--- config.mk ---
export PLATFORM = sky130hd
export DESIGN_NAME = crc_serializer
export DESIGN_NICKNAME = d
export VERILOG_FILES = /design/src/rtl/crc_ser_pkg.sv /design/src/rtl/crc_serializer.sv
export SDC_FILE = /design/constraint.sdc
export NUM_CORES = 1
export LEC_CHECK = 0
export BUFFER_PORTS_ARGS = -buffer_cell sky130_fd_sc_hd__buf_2
export CAP_MARGIN = 30
export CORE_MARGIN = 10
export CORE_UTILIZATION = 55
export CTS_BUF_LIST = sky130_fd_sc_hd__clkbuf_8 sky130_fd_sc_hd__clkbuf_16
export DETAILED_ROUTE_END_ITERATION = 8
export HOLD_SLACK_MARGIN = 0.06
export PLACE_DENSITY = 0.76
export SKIP_LAST_GASP = 1
export SLEW_MARGIN = 20
export SYNTH_ARGS = -nofsm -noshare
export SYNTH_HDL_FRONTEND = slang
export SYNTH_SLANG_ARGS = --single-unit
--- constraint.sdc ---
create_clock -name CLK -period 2.5 [get_ports CLK]
set_clock_uncertainty 0.1 [all_clocks]
set_input_delay 0.375 -clock CLK [delete_from_list [all_inputs] [get_ports CLK]]
set_output_delay 0.375 -clock CLK [all_outputs]
set_load 0.01 [all_outputs]
--- src/rtl/crc_ser_pkg.sv ---
// Shared definitions for the CRC serializer: FSM state encoding, default
// sizing constants and a counter-width helper.
package crc_ser_pkg;

    // Serializer FSM states, 3-bit encoding.
    typedef enum logic [2:0] {
        ST_IDLE     = 3'd0,
        ST_SHIFT    = 3'd1,
        ST_WAIT_CRC = 3'd2,
        ST_DRAIN    = 3'd3,
        ST_GAP      = 3'd4
    } state_e;

    // Default configuration.
    localparam int DEF_DATA_WIDTH = 8;
    localparam int DEF_CRC_WIDTH  = 8;
    localparam int DEF_TIMEOUT    = 16;
    localparam int DEF_GAP_CYCLES = 2;

    // Bits needed to hold the values 0..n-1, never less than one.
    function automatic int cnt_w(input int n);
        return (n <= 2) ? 1 : $clog2(n);
    endfunction

    // Counter widths for the default configuration.
    localparam int DEF_BIT_CNT_W = cnt_w(DEF_DATA_WIDTH);
    localparam int DEF_DR_CNT_W  = cnt_w(DEF_CRC_WIDTH + 1);
    localparam int DEF_TO_CNT_W  = cnt_w(DEF_TIMEOUT);

endpackage

--- src/rtl/crc_serializer.sv ---
// Upstream feeder for the serial CRC engine: takes parallel words over a
// valid/ready handshake, shifts them out LSB-first on DATA/ACTIVE, then
// supervises the engine's CRC_VALID drain before allowing the next frame.
// Define CRC_SER_BURST_EN to allow multi-word frames (IN_LAST terminates).
module crc_serializer
    import crc_ser_pkg::*;
#(
    parameter int DATA_WIDTH = DEF_DATA_WIDTH,
    parameter int CRC_WIDTH  = DEF_CRC_WIDTH,
    parameter int TIMEOUT    = DEF_TIMEOUT,
    parameter int GAP_CYCLES = DEF_GAP_CYCLES
) (
    input  logic                  CLK,
    input  logic                  RST,
    input  logic [DATA_WIDTH-1:0] IN_DATA,
    input  logic                  IN_VALID,
    input  logic                  IN_LAST,
    output logic                  IN_READY,
    input  logic                  CRC_VALID,
    output logic                  DATA,
    output logic                  ACTIVE,
    output logic                  BUSY,
    output logic                  FRAME_DONE,
    output logic                  ERR
);

    localparam int BIT_W = cnt_w(DATA_WIDTH);
    localparam int DR_W  = cnt_w(CRC_WIDTH + 1);
    // tocnt times both the CRC_VALID timeout and the inter-frame gap.
    localparam int TO_W  = cnt_w((TIMEOUT > GAP_CYCLES) ? TIMEOUT : GAP_CYCLES);

    localparam logic [BIT_W-1:0] BIT_LAST = BIT_W'(DATA_WIDTH - 1);
    localparam logic [DR_W-1:0]  DR_LAST  = DR_W'(CRC_WIDTH - 1);
    localparam logic [DR_W-1:0]  DR_FULL  = DR_W'(CRC_WIDTH);
    localparam logic [TO_W-1:0]  TO_LAST  = TO_W'(TIMEOUT - 1);
    localparam logic [TO_W-1:0]  GAP_LAST = TO_W'(GAP_CYCLES - 1);

    state_e                  state_q, state_d;
    logic [DATA_WIDTH-1:0]   shreg_q, shreg_d;
    logic [BIT_W-1:0]        bitcnt_q, bitcnt_d;
    logic [TO_W-1:0]         tocnt_q, tocnt_d;
    logic [DR_W-1:0]         drcnt_q, drcnt_d;
    logic                    data_q, data_d;
    logic                    active_q, active_d;
    logic                    in_ready_q, in_ready_d;
    logic                    frame_done_q, frame_done_d;
    logic                    err_q, err_d;
    logic                    accept;

`ifdef CRC_SER_BURST_EN
    logic                    last_q, last_d;
`else
    logic                    unused_in_last;
    assign unused_in_last = IN_LAST;
`endif

    // Next-state, datapath and registered-output decode.
    always_comb begin
        // NOTE: every target gets a default first so no path can infer a latch.
        state_d      = state_q;
        shreg_d      = shreg_q;
        bitcnt_d     = bitcnt_q;
        tocnt_d      = tocnt_q;
        drcnt_d      = drcnt_q;
        data_d       = 1'b0;
        active_d     = 1'b0;
        frame_done_d = 1'b0;
        err_d        = 1'b0;
`ifdef CRC_SER_BURST_EN
        last_d       = last_q;
`endif
        // in_ready_q is only high in IDLE or the burst-continuation slot.
        accept = IN_VALID && in_ready_q;

        case (state_q)
            ST_IDLE: state_d = ST_IDLE;
            ST_SHIFT: begin
                if (bitcnt_q != BIT_LAST) begin
                    data_d   = shreg_q[0];
                    active_d = 1'b1;
                    shreg_d  = shreg_q >> 1;
                    bitcnt_d = bitcnt_q + BIT_W'(1);
                end else if (!accept) begin
                    state_d = ST_WAIT_CRC;
                    tocnt_d = '0;
                end
            end
            ST_WAIT_CRC: begin
                if (CRC_VALID) begin
                    state_d = ST_DRAIN;
                    drcnt_d = DR_W'(1);
                end else if (tocnt_q == TO_LAST) begin
                    err_d   = 1'b1;
                    state_d = ST_GAP;
                    tocnt_d = '0;
                end else begin
                    tocnt_d = tocnt_q + TO_W'(1);
                end
            end
            ST_DRAIN: begin
                if (!CRC_VALID) begin
                    err_d   = 1'b1;
                    state_d = ST_GAP;
                    tocnt_d = '0;
                end else if (drcnt_q >= DR_LAST) begin
                    frame_done_d = 1'b1;
                    drcnt_d      = DR_FULL;
                    state_d      = ST_GAP;
                    tocnt_d      = '0;
                end else begin
                    drcnt_d = drcnt_q + DR_W'(1);
                end
            end
            ST_GAP: begin
                if (tocnt_q == GAP_LAST) begin
                    state_d = ST_IDLE;
                end else begin
                    tocnt_d = tocnt_q + TO_W'(1);
                end
            end
            default: state_d = ST_IDLE;
        endcase

        // A new word always starts presenting bit 0 on its accept edge.
        if (accept) begin
            state_d  = ST_SHIFT;
            data_d   = IN_DATA[0];
            active_d = 1'b1;
            shreg_d  = IN_DATA >> 1;
            bitcnt_d = '0;
`ifdef CRC_SER_BURST_EN
            last_d   = IN_LAST;
`endif
        end

`ifdef CRC_SER_BURST_EN
        in_ready_d = (state_d == ST_IDLE) ||
                     ((state_d == ST_SHIFT) && (bitcnt_d == BIT_LAST) && !last_d);
`else
        in_ready_d = (state_d == ST_IDLE);
`endif
    end

    // State and output registers; reset abandons any frame in flight.
    always_ff @(posedge CLK or negedge RST) begin
        // NOTE: reset clears every flop, including the shift register, so a
        // half-shifted word can never leak into the next frame.
        if (!RST) begin
            state_q      <= ST_IDLE;
            shreg_q      <= '0;
            bitcnt_q     <= '0;
            tocnt_q      <= '0;
            drcnt_q      <= '0;
            data_q       <= 1'b0;
            active_q     <= 1'b0;
            in_ready_q   <= 1'b0;
            frame_done_q <= 1'b0;
            err_q        <= 1'b0;
`ifdef CRC_SER_BURST_EN
            last_q       <= 1'b0;
`endif
        end else begin
            // NOTE: non-blocking assignments so every flop samples pre-edge values.
            state_q      <= state_d;
            shreg_q      <= shreg_d;
            bitcnt_q     <= bitcnt_d;
            tocnt_q      <= tocnt_d;
            drcnt_q      <= drcnt_d;
            data_q       <= data_d;
            active_q     <= active_d;
            in_ready_q   <= in_ready_d;
            frame_done_q <= frame_done_d;
            err_q        <= err_d;
`ifdef CRC_SER_BURST_EN
            last_q       <= last_d;
`endif
        end
    end

    assign DATA       = data_q;
    assign ACTIVE     = active_q;
    assign IN_READY   = in_ready_q;
    assign FRAME_DONE = frame_done_q;
    assign ERR        = err_q;
    assign BUSY       = (state_q != ST_IDLE);

endmodule

* After elaboration in Yosys (flattened, before gate mapping) *
Cells that the tools add are included.

word-level totals
  register bits after elaboration = 27
  input port bits = 13
  logic and storage cells = 77

cells by class
  add/subtract/negate cells = 3
  order comparisons = 1
  equality and inequality tests = 14
  mux-type cells = 39
  reduce and logical (&&, ||, !) cells = 10

operator list
  cell                                                 count
  two-way mux 4 bit                                    10
  two-way mux 3 bit                                    10
  two-way mux 8 bit                                    3
  one-hot mux 4 bit (4 select lines)                   1
  two-way mux 1 bit                                    12
  != test 2 bit, second input constant                 6
  one-hot mux 3 bit (4 select lines)                   1
  adder 4 x 1 -> 4 bit, second input constant          2
  one-hot mux 4 bit (2 select lines)                   1
  == test 3 x 2 -> 1 bit, second input constant        2
  != test 3 bit, second input constant                 2
  AND reduction 6 bit                                  1
  nonzero test 2 bit                                   3
  == test 4 x 1 -> 1 bit, second input constant        1
  == test 4 bit, second input constant                 1
  >= comparator 4 x 3 -> 1 bit, second input constant  1
  nonzero test 4 bit                                   1
  adder 3 x 1 -> 3 bit, second input constant          1
  == test 3 x 1 -> 1 bit, second input constant        1
  == test 3 bit, second input constant                 1
  logical NOT 3 bit                                    1
  AND reduction 3 bit                                  1
  nonzero test 3 bit                                   1
  one-hot mux 1 bit (2 select lines)                   1
  2 further kinds                                      2

* Depth between registers and ports, before layout *
  depth after elaboration = 6
  mapped depth = 6

* Least setup slack after synthesis *
Ideal clock, no wire load.

  path kind = register to register
  start point = register tocnt_q[1]
  end point = register tocnt_q[0]
  data arrival time = 1591 ps
  required time = 2275 ps
  slack = 684 ps
  cell stages (with the launch flop) = 7
  buffers on the path = 0
  period minus slack after synthesis = 1816 ps
  path through = dfrtp_1 -> inv_1 -> ha_1 -> or3b_1 -> a21bo_2 -> nand3_1 -> mux2_2

on the way
  longest elaborated chain between the ends = 4
  elaborated cells on any way between the ends = 7
  those cells by class = eq/ne: 3; mux: 3; reduce/logical: 1

ends and longest elaborated chain
  item                                RTL line               source
  start, declared                     crc_serializer.sv:41   logic [TO_W-1:0] tocnt_q, tocnt_d;
  start signal, assigned              crc_serializer.sv:167  tocnt_q <= tocnt_d;
  == test 4 bit                       crc_serializer.sv:92   end else if (tocnt_q == TO_LAST) begin
  two-way mux 4 bit                   crc_serializer.sv:92
  two-way mux 4 bit                   crc_serializer.sv:89   if (CRC_VALID) begin
  one-hot mux 4 bit (4 select lines)  crc_serializer.sv:75   case (state_q)

Several ways; a longest one is shown, not always the timed one. The select of a mux whose other input is x is not followed.
A chain may end at the register's enable or synchronous reset.

* Worst setup path after layout *
  start point = register state_q[2]
  end point = register tocnt_q[0]

on the way
  longest elaborated chain between the ends = 3
  elaborated cells on any way between the ends = 12
  those cells by class = eq/ne: 9; mux: 1; reduce/logical: 2

ends and longest elaborated chain
  item                                                    RTL line               source
  start, declared                                         crc_serializer.sv:38   state_e state_q, state_d;
  start signal, assigned                                  crc_serializer.sv:164  state_q <= state_d;
  == test 3 x 2 -> 1 bit (tied with other cells)          crc_serializer.sv:75
  != test 3 bit (no source line) (tied with other cells)  --
  AND reduction 6 bit (no source line)                    --

Several ways; a longest one is shown, not always the timed one.

==> impl_metrics.tcl <==
set metrics [dict create \
    status "completed" \
    fp.dieW_um 69.3 \
    finalNonFillerCells 172 \
    dp_cells 167 \
    reg2regPathDepth 4 \
    io-pin-count 19 \
    nFillCells 202 \
    synth.distinct_cells 39 \
    critPathKind "register to register" \
    grt.overflow.total 0 \
    min_period_over_period_pct 79.4 \
    first_pass_iters 4 \
    grt_pass1_vias 1026 \
    cts.sinks 26 \
    finalWorstSetupSlack_ns 0.515 \
    critPathMaxStageDelay_ns 0.54 \
    crit_cells 4 \
    maxSlewViolCount 0 \
    cts_htree_levels 1 \
    ctsHoldBuffers 1 \
    ir_worst_vdd_uv 653 \
    hold_depth 3 \
    dp_hpwl_mm 1.88 \
    switching_share_pct 34.6 \
    clk_latency_ns 0.27 \
    setup_viol 0 \
    seq_power_share_pct 42.4 \
    ys_warn_count 0 \
    crit_path_max_fanout 16 \
    crit_slowest_cell "dfrtp_1" \
    initial_core_util_pct 59.2 \
    cts_resized 0 \
    hold_slack_ns 0.205 \
    placed_area_sq_um 1430 \
    p_int_mw 1.03 \
    antenna_cells 0 \
    path_buf_inv 0 \
    die-area_sq_um 4800 \
    startpoint_type "register" \
    tritoncts "built" \
    gp_congestion 0.761 \
    max-clock-path-buffers 2 \
    syn_area_sq_um 1340 \
    p_clk_share_pct 21.9 \
    num_rows 17 \
    fin_crit_ns 1.98 \
    synth.avg_cell_area_sq_um 10.4 \
    cp_top_family "simple AND/OR/NAND/NOR gates" \
    routed_via_density 5.70 \
    drv_cap 0 \
    drt_wl_total_mm 2.57 \
    die_y_um 69.3 \
    portBuffers 17 \
    root_buffer "clkbuf_8" \
    comb_power_share_pct 35.7 \
    fin_area_sq_um 1510 \
    maxSlewHeadroom_pct 61.6 \
    worstHoldPathType "input port to register" \
    synthCells 128 \
    synth_nets 146 \
    postLayoutCoreUtil_pct 66.9 \
    power_mw 1.57 \
    cts_setup_buffers 0 \
    cp-end-kind "register" \
    ant_nets 0 \
    max_freq_ghz 0.504 \
    drc 0 \
    rsz0062_at_grt "no" \
    setup_tns_ns 0 \
    pre_cts_ws_ns 0.515 \
    grtUsageTotal_pct 10.6 \
    layout-drive-gt1-share_pct 18.8 \
    cp.arrival_ns 2.04 \
    async_reset_ff_share_pct 100 \
    synth-seq-area-share_pct 48.7 \
    hold_viol_final 0 \
    synth_edf_count 0 \
    core-area_sq_um 2250 \
    p_leak_nw 0.709 \
    crit_chain "nand3b_2, o22a_1, nand3_1, mux2_2" \
    crit_required_ns 2.56 \
    grt_pass1_wl_mm 4.52 \
    antenna_found_initial 0 \
    path_clk_slew_ns 0.09 \
    grt_max_degree 27 \
    wl_per_cell_um 14.9 \
    yosys_most_used_dff "dfrtp_1" \
    worst_pin_slew_ns 0.576 \
    cts_buffers 3 \
    power_switching_mw 0.545 \
    drt_iter0_markers 53 \
    num-nets-final 163 \
    ys_ff_latch 26 \
    vias 980 \
    area_growth_pct 13.0 \
    powerDensity_nw_per_um2 1040 \
]
==> layer usage <==
layer,GRT usage (%),routed length [um]
met5,0,0
met4,3.10,4
met3,3.42,123
met2,18.3,1310
met1,12.0,1130
==> state kept, by name, summed over array words and instances (netlist names), 3 cells and up <==
signal	cells
shreg_q	7
drcnt_q	4
tocnt_q	4
bitcnt_q	3
state_q	3
==> cells by family after synthesis <==
logic type,after synthesis,synth area share [%]
simple gates,47,19.5
compound gates,29,14.6
flops,26,48.7
mux,11,8.53
buf+inv,8,2.62
fa+ha+maj,5,4.69
xor+xnor,2,1.31
==> power groups by stage <==
stage | Clock, mW | Combinational (mW) | Sequential [mW]
after global routing | 0.368 | 0.638 | 0.690
after CTS | 0.353 | 0.572 | 0.667
after detailed placement | 0 | 0.566 | 0.676
after global placement | 0 | 0.546 | 0.667
after floorplan | 0 | 0.467 | 0.640
final | 0.345 | 0.562 | 0.666
==> path summary, 6_finish.rpt <==
kind / from / endpoint / slack [ns]
max: state_q[2]$_DFF_PN0_ / tocnt_q[0]$_DFFE_PN0P_ / 0.52
min: IN_DATA[3] / shreg_q[2]$_DFFE_PN0P_ / 0.20
max reg2reg: state_q[2]$_DFF_PN0_ / tocnt_q[0]$_DFFE_PN0P_ / 0.52
min reg2reg: drcnt_q[1]$_DFFE_PN0P_ / drcnt_q[1]$_DFFE_PN0P_ / 0.43
max in group asynchronous: RST / IN_READY$_DFF_PN0_ / 1.40
min in group asynchronous: RST / FRAME_DONE$_DFF_PN0_ / 0.53
==> cell usage after synthesis, types with 2 or more instances <==
cell type,count,share of area (%)
dfrtp_1,26,49
buf_2,4,1.5
nand2b_1,3,1.4
o21ai_0,12,4.5
or3b_1,2,1.3
a21oi_1,2,0.75
or3_1,3,1.4
clkbuf_1,2,0.56
nor2b_1,2,0.94
nor3_1,3,1.1
nand3_1,3,1.1
nor2_1,7,2.0
mux2i_1,8,6.0
nand3b_1,2,1.1
mux2_2,3,2.5
xnor2_1,2,1.3
nand2_1,14,3.9
inv_1,2,0.56
ha_1,5,4.7
a31oi_1,2,0.94
a21o_1,2,1.1
nor4b_1,2,1.3
==> area by class of cell <==
type / instances / area (sq um) / share of cell area (%)
timing repair buffer: 18 / 95.1 / 6.30
tap: 28 / 35.0 / 2.32
multi-input combinational: 94 / 649 / 43.0
clock buffer: 3 / 41.3 / 2.74
inverter: 2 / 7.51 / 0.498
clock inverter: 1 / 30.0 / 1.99
sequential: 26 / 651 / 43.1
==> placed cells by master (no fill, tap or decap), types with 3 or more instances in the layout <==
master / n
dfrtp_1: 26
buf_2: 17
nand2_1: 14
o21ai_0: 12
mux2i_1: 8
nor2_1: 7
ha_1: 5
nand2b_1: 3
or3_1: 3
nand3_1: 3
nor3_1: 3
mux2_2: 3
clkbuf_8: 3
==> worst reg2reg max path: cells and delay by family (launching register included) <==
family             cells  cell delay (ns)
AOI/OAI and AO/OA      1             0.32
muxes                  1             0.36
DFF                    1             0.54
and+or+nand+nor        2             0.56
No activity file was read; power rests on OpenSTA's default activity.
